## src/rtl/fft_mdc_pkg.sv

```systemverilog
// Shared constants and FSM encoding for the 32-point MDC FFT sequencer.
// Pure declarations: no latency, no flow control.
package fft_mdc_pkg;
  localparam int CNT_W     = 6;
  localparam int FRAME_CYC = 32;
  localparam int PIPE_LAT  = 31;
  localparam int ST2_OFF   = 16;
  localparam int ST3_OFF   = 24;
  localparam int FRM_W     = $clog2(FRAME_CYC);
  localparam int FILL_W    = $clog2(PIPE_LAT + 1);

  typedef enum logic [1:0] {
    ST_IDLE  = 2'd0,
    ST_RUN   = 2'd1,
    ST_FLUSH = 2'd2
  } state_e;
endpackage

```

## src/rtl/fft_mdc_ctrl_if.sv

```systemverilog
// Control/status bundle between the FFT sequencer and its stream source / datapath.
// Handshake is valid/ready on the input side; outputs are pure status.
interface fft_mdc_ctrl_if;
  logic                         start;
  logic                         in_valid;
  logic                         in_last;
  logic                         in_ready;
  logic                         ce;
  logic [fft_mdc_pkg::CNT_W-1:0] state_code;
  logic [3:0]                   rom_16_counter;
  logic [2:0]                   rom_8_counter;
  logic [1:0]                   rom_4_counter;
  logic                         out_valid;
  logic                         out_last;
  logic                         busy;
  logic                         err;

  modport master (
    output start, in_valid, in_last,
    input  in_ready, ce, state_code, rom_16_counter, rom_8_counter, rom_4_counter,
           out_valid, out_last, busy, err
  );

  modport slave (
    input  start, in_valid, in_last,
    output in_ready, ce, state_code, rom_16_counter, rom_8_counter, rom_4_counter,
           out_valid, out_last, busy, err
  );
endinterface

```

## src/rtl/fft_ctrl_cnt.sv

```systemverilog
// Enable/clear counter; at MAX it either wraps to zero or saturates.
// Single-cycle update; clear has priority over enable.
module fft_ctrl_cnt #(
  parameter int W   = 4,
  parameter int MAX = 15,
  parameter bit SAT = 1'b0
) (
  input  logic         clk,
  input  logic         rst,
  input  logic         clr_i,
  input  logic         en_i,
  output logic [W-1:0] cnt_o
);
  localparam logic [W-1:0] MAX_V = W'(MAX);

  logic [W-1:0] cnt_q, cnt_d;

  always_comb begin
    cnt_d = cnt_q;
    if (clr_i) begin
      cnt_d = '0;
    end else if (en_i) begin
      if (cnt_q == MAX_V) begin
        cnt_d = SAT ? cnt_q : '0;
      end else begin
        cnt_d = cnt_q + 1'b1;
      end
    end
  end

  always_ff @(posedge clk) begin
    if (rst) begin
      cnt_q <= '0;
    end else begin
      cnt_q <= cnt_d;
    end
  end

  assign cnt_o = cnt_q;
endmodule

```

## src/rtl/fft_mdc_ctrl.sv

```systemverilog
// Sequencer for the 32-point MDC FFT: gates the pipeline enable, drives commutator/ROM codes,
// flushes PIPE_LAT cycles after the last input and flags valid outputs one cycle after each ce.
module fft_mdc_ctrl
  import fft_mdc_pkg::*;
(
  input  logic               clk,
  input  logic               rst,
  fft_mdc_ctrl_if.slave      bus
);
  state_e state_q, state_d;

  logic              ce, in_ready, clr, fill_en, flush_en;
  logic              err_q, err_d, ov_q, ov_d, ol_q, ol_d;
  logic [CNT_W-1:0]  sc;
  logic [FILL_W-1:0] fill, flush_cnt;
  logic              fill_full, flush_done, misaligned;

  assign fill_full  = (fill == FILL_W'(PIPE_LAT));
  assign flush_done = (flush_cnt == FILL_W'(PIPE_LAT - 1));
  assign misaligned = (sc[FRM_W-1:0] != FRM_W'(FRAME_CYC - 1));

  always_comb begin
    state_d  = state_q;
    in_ready = 1'b0;
    ce       = 1'b0;
    clr      = 1'b0;
    fill_en  = 1'b0;
    flush_en = 1'b0;
    err_d    = err_q;
    ov_d     = 1'b0;
    ol_d     = 1'b0;
    case (state_q)
      ST_IDLE: begin
        if (bus.start) begin
          state_d = ST_RUN;
          clr     = 1'b1;
          err_d   = 1'b0;
        end
      end
      ST_RUN: begin
        in_ready = 1'b1;
        ce       = bus.in_valid;
        fill_en  = bus.in_valid;
        // Once the pipe is full, every accepted sample pushes one result out.
        ov_d     = bus.in_valid & fill_full;
        if (bus.in_valid && bus.in_last) begin
          state_d = ST_FLUSH;
          if (misaligned) err_d = 1'b1;
        end
      end
      ST_FLUSH: begin
        ce       = 1'b1;
        flush_en = 1'b1;
        ov_d     = 1'b1;
        if (flush_done) begin
          state_d = ST_IDLE;
          ol_d    = 1'b1;
        end
      end
      default: state_d = ST_IDLE;
    endcase
  end

  always_ff @(posedge clk) begin
    if (rst) begin
      state_q <= ST_IDLE;
      err_q   <= 1'b0;
      ov_q    <= 1'b0;
      ol_q    <= 1'b0;
    end else begin
      state_q <= state_d;
      err_q   <= err_d;
      ov_q    <= ov_d;
      ol_q    <= ol_d;
    end
  end

  fft_ctrl_cnt #(.W(CNT_W), .MAX((1 << CNT_W) - 1), .SAT(1'b0)) u_state_code (
    .clk(clk), .rst(rst), .clr_i(clr), .en_i(ce), .cnt_o(sc)
  );

  fft_ctrl_cnt #(.W(FILL_W), .MAX(PIPE_LAT), .SAT(1'b1)) u_fill (
    .clk(clk), .rst(rst), .clr_i(clr), .en_i(fill_en), .cnt_o(fill)
  );

  fft_ctrl_cnt #(.W(FILL_W), .MAX(PIPE_LAT - 1), .SAT(1'b0)) u_flush (
    .clk(clk), .rst(rst), .clr_i(clr), .en_i(flush_en), .cnt_o(flush_cnt)
  );

  // ROM offsets are applied modulo the ROM depth, so only the low bits take part.
  assign bus.rom_16_counter = sc[3:0];
  assign bus.rom_8_counter  = sc[2:0] - 3'(ST2_OFF);
  assign bus.rom_4_counter  = sc[1:0] - 2'(ST3_OFF);

  assign bus.state_code = sc;
  assign bus.in_ready   = in_ready;
  assign bus.ce         = ce;
  assign bus.out_valid  = ov_q;
  assign bus.out_last   = ol_q;
  assign bus.busy       = (state_q != ST_IDLE);
  assign bus.err        = err_q;
endmodule

```

## src/flat_wrapper.sv

```systemverilog
// flat-port wrapper written by rule: the top's interface ports become plain ports
module fft_mdc_ctrl_flat import fft_mdc_pkg::*;
  (clk, rst, bus_start, bus_in_valid, bus_in_last, bus_in_ready, bus_ce, bus_state_code, bus_rom_16_counter, bus_rom_8_counter, bus_rom_4_counter, bus_out_valid, bus_out_last, bus_busy, bus_err);
  fft_mdc_ctrl_if bus_i ();
  input  logic clk;
  input  logic rst;
  input wire logic [$bits(bus_i.start)-1:0] bus_start;
  input wire logic [$bits(bus_i.in_valid)-1:0] bus_in_valid;
  input wire logic [$bits(bus_i.in_last)-1:0] bus_in_last;
  output wire logic [$bits(bus_i.in_ready)-1:0] bus_in_ready;
  output wire logic [$bits(bus_i.ce)-1:0] bus_ce;
  output wire logic [$bits(bus_i.state_code)-1:0] bus_state_code;
  output wire logic [$bits(bus_i.rom_16_counter)-1:0] bus_rom_16_counter;
  output wire logic [$bits(bus_i.rom_8_counter)-1:0] bus_rom_8_counter;
  output wire logic [$bits(bus_i.rom_4_counter)-1:0] bus_rom_4_counter;
  output wire logic [$bits(bus_i.out_valid)-1:0] bus_out_valid;
  output wire logic [$bits(bus_i.out_last)-1:0] bus_out_last;
  output wire logic [$bits(bus_i.busy)-1:0] bus_busy;
  output wire logic [$bits(bus_i.err)-1:0] bus_err;
  assign bus_i.start = bus_start;
  assign bus_i.in_valid = bus_in_valid;
  assign bus_i.in_last = bus_in_last;
  assign bus_in_ready = bus_i.in_ready;
  assign bus_ce = bus_i.ce;
  assign bus_state_code = bus_i.state_code;
  assign bus_rom_16_counter = bus_i.rom_16_counter;
  assign bus_rom_8_counter = bus_i.rom_8_counter;
  assign bus_rom_4_counter = bus_i.rom_4_counter;
  assign bus_out_valid = bus_i.out_valid;
  assign bus_out_last = bus_i.out_last;
  assign bus_busy = bus_i.busy;
  assign bus_err = bus_i.err;
  fft_mdc_ctrl u_core (.clk(clk), .rst(rst), .bus(bus_i));
endmodule
```

## config.mk

```make
export PLATFORM = sky130hd
export DESIGN_NAME = fft_mdc_ctrl_flat
export DESIGN_NICKNAME = d
export VERILOG_FILES = /design/src/rtl/fft_mdc_pkg.sv /design/src/rtl/fft_mdc_ctrl_if.sv /design/src/rtl/fft_ctrl_cnt.sv /design/src/rtl/fft_mdc_ctrl.sv /design/src/flat_wrapper.sv
export SDC_FILE = /design/constraint.sdc
export NUM_CORES = 1
export LEC_CHECK = 0
export CORE_UTILIZATION = 35
export DETAILED_ROUTE_END_ITERATION = 8
export GPL_TIMING_DRIVEN = 1
export SLEW_MARGIN = 20
export SYNTH_ARGS = -nofsm -noshare
export SYNTH_HDL_FRONTEND = slang
export SYNTH_SLANG_ARGS = --single-unit
```

## constraint.sdc

```tcl
create_clock -name clk -period 1.8 [get_ports clk]
set_clock_uncertainty 0.1 [all_clocks]
set_input_delay 0.36 -clock clk [delete_from_list [all_inputs] [get_ports clk]]
set_output_delay 0.36 -clock clk [all_outputs]
set_load 0.1 [all_outputs]
```

# Yosys cells after proc, flatten, opt, wreduce, memory -nomap -nowiden
# Cells that the tools add are included.
dict set report totals {
  rom_bits 0
  ramBits 0
  elab_cells 50
  n_memories 0
  input_bits 5
  ff_bits 21
  latch_bits 0
}
dict set report classes {
  mul 0
  reduce_logical 9
  shifts 0
  n_lt_le_gt_ge 0
  n_eq_ne 10
  div 0
  bitwise 3
  muxes 18
  n_addsub 3
}
# cell n
set op_table {}
lappend op_table {{adder 5 x 1 -> 5 bit, second input constant} 2}
lappend op_table {{equality test 5 bit, second input constant} 2}
lappend op_table {{two-way mux 1 bit} 9}
lappend op_table {{adder 6 x 1 -> 6 bit, second input constant} 1}
lappend op_table {{equality test 6 bit, second input constant} 1}
lappend op_table {{two-way mux 2 bit} 3}
lappend op_table {{two-way mux 6 bit} 1}
lappend op_table {{inequality test 2 x 1 -> 1 bit, second input constant} 3}
lappend op_table {{case mux 1 bit (2 select lines)} 3}
lappend op_table {{case mux 2 bit (3 select lines)} 1}
lappend op_table {{two-way mux 5 bit} 1}
lappend op_table {{inequality test 5 bit, second input constant} 1}
lappend op_table {{AND reduction 4 bit} 1}
lappend op_table {{nonzero test 2 bit} 2}
lappend op_table {{OR reduction 2 bit} 2}
lappend op_table {{AND reduction 3 bit} 1}
lappend op_table {{equality test 2 x 1 -> 1 bit, second input constant} 1}
lappend op_table {{equality test 2 bit, second input constant} 1}
lappend op_table {{zero test 2 bit} 1}
lappend op_table {{inequality test 2 bit, second input constant} 1}
lappend op_table {{NOT 1 bit} 2}
lappend op_table {{AND reduction 2 bit} 1}
lappend op_table {{bitwise AND 1 bit} 1}
lappend op_table {{logical AND 1 bit} 1}

# Logic depth before layout (Yosys ltp)
dict set report logic_depth {
  ltp_word 4
  ltp_mapped 6
  ltp_nobuf 6
}

# Cells and area by module
# Synthesis repeated with hierarchy kept, for this count alone.
dict set report hier_totals {
  hier_cells 128
  area_unflattened_um2 1156.1
}
# mod cells_each seq_area_each_um2 instances area_each_um2
set modules_own_cells {}
lappend modules_own_cells {fft_mdc_ctrl 44 100.1 1 391.6}
lappend modules_own_cells {{fft_ctrl_cnt at u_core.u_state_code} 34 120.1 1 292.8}
lappend modules_own_cells {{fft_ctrl_cnt at u_core.u_fill} 26 100.1 1 239.0}
lappend modules_own_cells {{fft_ctrl_cnt at u_core.u_flush} 24 100.1 1 232.7}

# Least setup slack after synthesis
# OpenSTA, ideal clock, no wires.
dict set report synth_path {
  path_kind {register to output}
  start {reg u_core.state_q[1]}
  end {out bus_ce}
  path_buffers 1
  path_stages_with_launch 6
  path_slack_ns -1.525
  required_time_ns 1.340
  arrival_ns 2.865
  path_cell_list {dfxtp_1 -> inv_1 -> ha_1 -> buf_4 -> a21oi_2 -> nor2_1}
}
dict set report synth_via {
  elab_chain_len 2
}
# item line_no
set synth_rtl {}
lappend synth_rtl {{start: declaration} fft_mdc_ctrl.sv:10} ;# state_e state_q, state_d;
lappend synth_rtl {{start signal: assignment} fft_mdc_ctrl.sv:71} ;# state_q <= state_d;
lappend synth_rtl {{equality test 2 bit or equality test 2 x 1 -> 1 bit (tied branches)} fft_mdc_ctrl.sv:32} ;# case (state_q)
lappend synth_rtl {{case mux 1 bit (2 select lines) *} fft_mdc_ctrl.sv:32}
lappend synth_rtl {{end: declaration} flat_wrapper.sv:11} ;# output wire logic [$bits(bus_i.ce)-1:0] bus_ce;
# Every way passes the cells marked *; elsewhere a longest branch is shown, timed or not.

# Worst setup path in the final report
# Ends and elaborated chain as after synthesis.

==> flow_summary_export.csv <==
group,metric,value,unit
pwr,combPwrFrac,0.609,
pwr,p_per_area,1080,mW/mm^2
yosys,synth_nets,152,
yosys,yosysWarnings,0,
floorplanning,core-area,0.00310,sq mm
critical_path,required,1340,ps
clock_network,numCtsBuffers,3,
sta,period_share,1.02,
cells_and_area,drive_above_1_share,0.361,
global_routing,grt_max_degree,15,
floorplanning,start_util,0.377,
pwr,irDropWorstVdd,941,uV
critical_path,crit_path_top_delay_cell,"dfxtp_4",
critical_path,slowest_delay,390,ps
sta,slew-limit-headroom,0.820,
yosys,syn_inst,137,
placed_design,placed_cells,204,
sta,maxSlewViolCount,0,
global_routing,grt_pass1_vias,1018,
cells_and_area,syn2layout_area_growth,56.4,%
clock_network,clkTransAtPathRegs,130,ps
global_routing,grtUsageTotal,0.167,
cells_and_area,diodes,0,
route,dr_total_vias,1110,
floorplanning,die_w,59.8,um
route,ant_nets,0,
min_path,min_from,"u_core.u_flush.cnt_o[4]$_SDFFE_PP0N_",
outcome,status,"finished, violations left",
critical_path,crit_path_end_kind,"output port",
pwr,p_leak,0.705,nW
route,drt-wirelength-per-cell,13.2,um
critical_path,criticalPathCategory,"register to output port",
clock_network,insertion_delay,320,ps
flow_run,cap_violations,0,
pwr,power_frac_seq,0.267,
yosys,syn-cell-area,0.00117,sq mm
floorplanning,core.rowCount,20,
pwr,p_int,1.07,mW
floorplanning,chipHeight,59.8,um
critical_path,start_kind,"register",
yosys,yosysSeqAreaShare,0.360,
critical_path,startpoint,"u_core.state_q[1]$_SDFFE_PP0P_",
critical_path,cp_max_fo,3,
sta,worstMarginPinSlew,270,ps
cells_and_area,fillers,281,
sta,setup_viol,1,
sta,max_freq,544,MHz
global_routing,antenna_found_initial,0,
clock_network,cts-htree-levels,1,
floorplanning,dieArea,0.00357,sq mm
outcome,violations,"negative setup slack",
clock_network,cts.sinks,21,
route,route.detailed.drc,0,
clock_network,holdBufCountCts,0,
placed_design,port_buffers,25,
route,first_pass_iters,4,
global_routing,grt_pass1_wl,4450,um
pwr,p_sw,0.909,mW
pwr,p_clk_frac,0.124,
critical_path,arrival,1380,ps
yosys,syn_area_per_cell,8.53,sq um
cells_and_area,final_cells,213,
clock_network,tritoncts,"done",
sta,period_needed,1840,ps
sta,whs,422,ps
critical_path,worstPathCellList,"inv_4 -> ha_4 -> inv_6 -> nor2_4 -> buf_12",
global_routing,gr-total-overflow,0,
yosys,ys_seq_elements,21,
placed_design,post-place-ws,-160,ps
yosys,ys_types,33,
critical_path,r2r-start,"u_core.u_fill.cnt_o[0]$_SDFFE_PP0P_",
cells_and_area,fin_nets,185,
route,avgViaCountPerCell,5.21,
min_path,hp-class,"register to register",
pwr,switching_share,0.458,
sta,rsz0062_at_grt,"true",
route,wl,2820,um
cells_and_area,final_core_util,0.589,
clock_network,clock_path_buffers,2,
clock_network,root_buffer,"clkbuf_4",
sta,setup_slack,-39.0,ps
placed_design,place_hpwl,1970,um
placed_design,place.gp.congestion,0.826,
sta,hold_viol,0,
route,drt_iter0_drc,26,
floorplanning,pin_count,26,
==> metrics by stage <==
| stage | setup TNS [ps] | cell area (sq um) | total power, mW |
|---|---|---|---|
| after floorplan | -261 | 1210 | 1.23 |
| after global placement | -443 | 1710 | 1.56 |
| after detailed placement | -671 | 1710 | 1.57 |
| after CTS | -41.4 | 1810 | 1.96 |
| after global routing | -80.6 | 1830 | 2.07 |
| final | -39.0 | 1830 | 1.98 |
==> layout make-up <==
| class | instances | area (sq um) | share of cell area |
|---|---|---|---|
| clock inverters | 1 | 5.00 | 0.00274 |
| well taps | 44 | 55.1 | 0.0301 |
| repair buffers | 41 | 583 | 0.319 |
| clock buffers | 3 | 22.5 | 0.0123 |
| inverters | 9 | 41.3 | 0.0226 |
| multi-input cells | 94 | 688 | 0.376 |
| flip-flops and latches | 21 | 433 | 0.237 |
==> routing by layer <==
layer  track usage  vias to the layer above  routed length (um)
met5             0                        -                   0
li1              -                      542                   -
met2         0.294                       25                1430
met3        0.0281                        7                  98
met1         0.191                      536                1220
met4        0.0897                        0                  76
==> layout by cell type, fill, tap and decap left out, types with 4 or more instances in the layout <==
master     n
buf_12    21
buf_4     16
dfxtp_1   13
nand2_1   11
a21oi_1   11
dfxtp_2    7
inv_1      6
nand3_1    6
nor2_1     6
ha_1       6
o21ai_0    5
nand2b_1   5
mux2i_1    4
==> power groups by stage <==
| stage | Combinational (mW) | Clock (mW) | Sequential [mW] |
|---|---|---|---|
| final | 1.21 | 0.246 | 0.530 |
| after global routing | 1.27 | 0.262 | 0.532 |
| after CTS | 1.19 | 0.245 | 0.529 |
| after detailed placement | 1.04 | 0 | 0.529 |
| after global placement | 1.03 | 0 | 0.526 |
| after floorplan | 0.656 | 0 | 0.571 |
==> what timing repair did <==
| action | 4_1_cts | 5_1_grt |
|---|---|---|
| setup buffers | 5 | 0 |
| gates resized for setup | 12 | 5 |
| endpoints found under the setup margin | 4 | 3 |
| endpoints found under the hold margin | 0 | 0 |
| pin swaps | 3 | 4 |
==> critical path, delay by kind of cell, from the launching register on <==
kind | cells | cell delay, ps
DFF | 1 | 390
adders and majority gates | 1 | 290
buffers and inverters | 3 | 260
and+or+nand+nor | 1 | 100
==> final timing paths <==
check,depth (start not counted),slack [ps],to
worst min-delay path,2,420,u_core.bus.out_last$_SDFF_PP0_
worst max-delay path,5,-40,bus_ce
worst min register to register,2,420,u_core.bus.out_last$_SDFF_PP0_
worst max register to register,7,50,u_core.u_fill.cnt_o[3]$_SDFFE_PP0P_
==> cell usage after synthesis <==
library cell / number / area share
nor3_1: 2 / 0.0086
a22oi_1: 1 / 0.0064
or3b_2: 1 / 0.0075
a21oi_1: 12 / 0.051
and3_1: 1 / 0.0054
nor2b_1: 1 / 0.0054
nand3b_1: 3 / 0.019
xor2_1: 2 / 0.015
clkbuf_1: 1 / 0.0032
a21o_1: 1 / 0.0064
nand2_1: 11 / 0.035
o211ai_1: 3 / 0.019
nor2_1: 7 / 0.022
nand4b_1: 1 / 0.0075
a21oi_2: 1 / 0.0075
nand2b_1: 5 / 0.027
nand4_1: 2 / 0.011
o31ai_1: 3 / 0.019
buf_2: 1 / 0.0043
dfxtp_1: 21 / 0.36
a221oi_1: 1 / 0.0075
nor4_1: 1 / 0.0054
inv_1: 9 / 0.029
o22ai_1: 1 / 0.0054
o21ai_0: 6 / 0.026
or4_1: 3 / 0.019
buf_4: 11 / 0.071
nand3_1: 6 / 0.026
or3_1: 2 / 0.011
o31a_1: 1 / 0.0075
a31oi_1: 2 / 0.011
mux2i_1: 4 / 0.034
ha_1: 10 / 0.11
==> flip-flops by register name, summed over array words and instances (netlist names) <==
| name | cells |
|---|---|
| u_core.bus.out_valid | 1 |
| u_core.u_flush.cnt_o | 5 |
| u_core.bus.out_last | 1 |
| u_core.state_q | 2 |
| u_core.u_fill.cnt_o | 5 |
| u_core.bus.err | 1 |
| u_core.u_state_code.cnt_o | 6 |
==> logic make-up (layout without fill, tap and decap cells) <==
family	Yosys count	in the layout	synth area share
and+or+nand+nor	46	46	0.210
muxes	4	4	0.0343
AOI/OAI and AO/OA	32	32	0.167
buffers and inverters	22	54	0.107
xor gates and xnor gates	2	2	0.0150
adders and majority gates	10	10	0.107
DFF	21	21	0.360
Power figures use the tool's default switching activity.
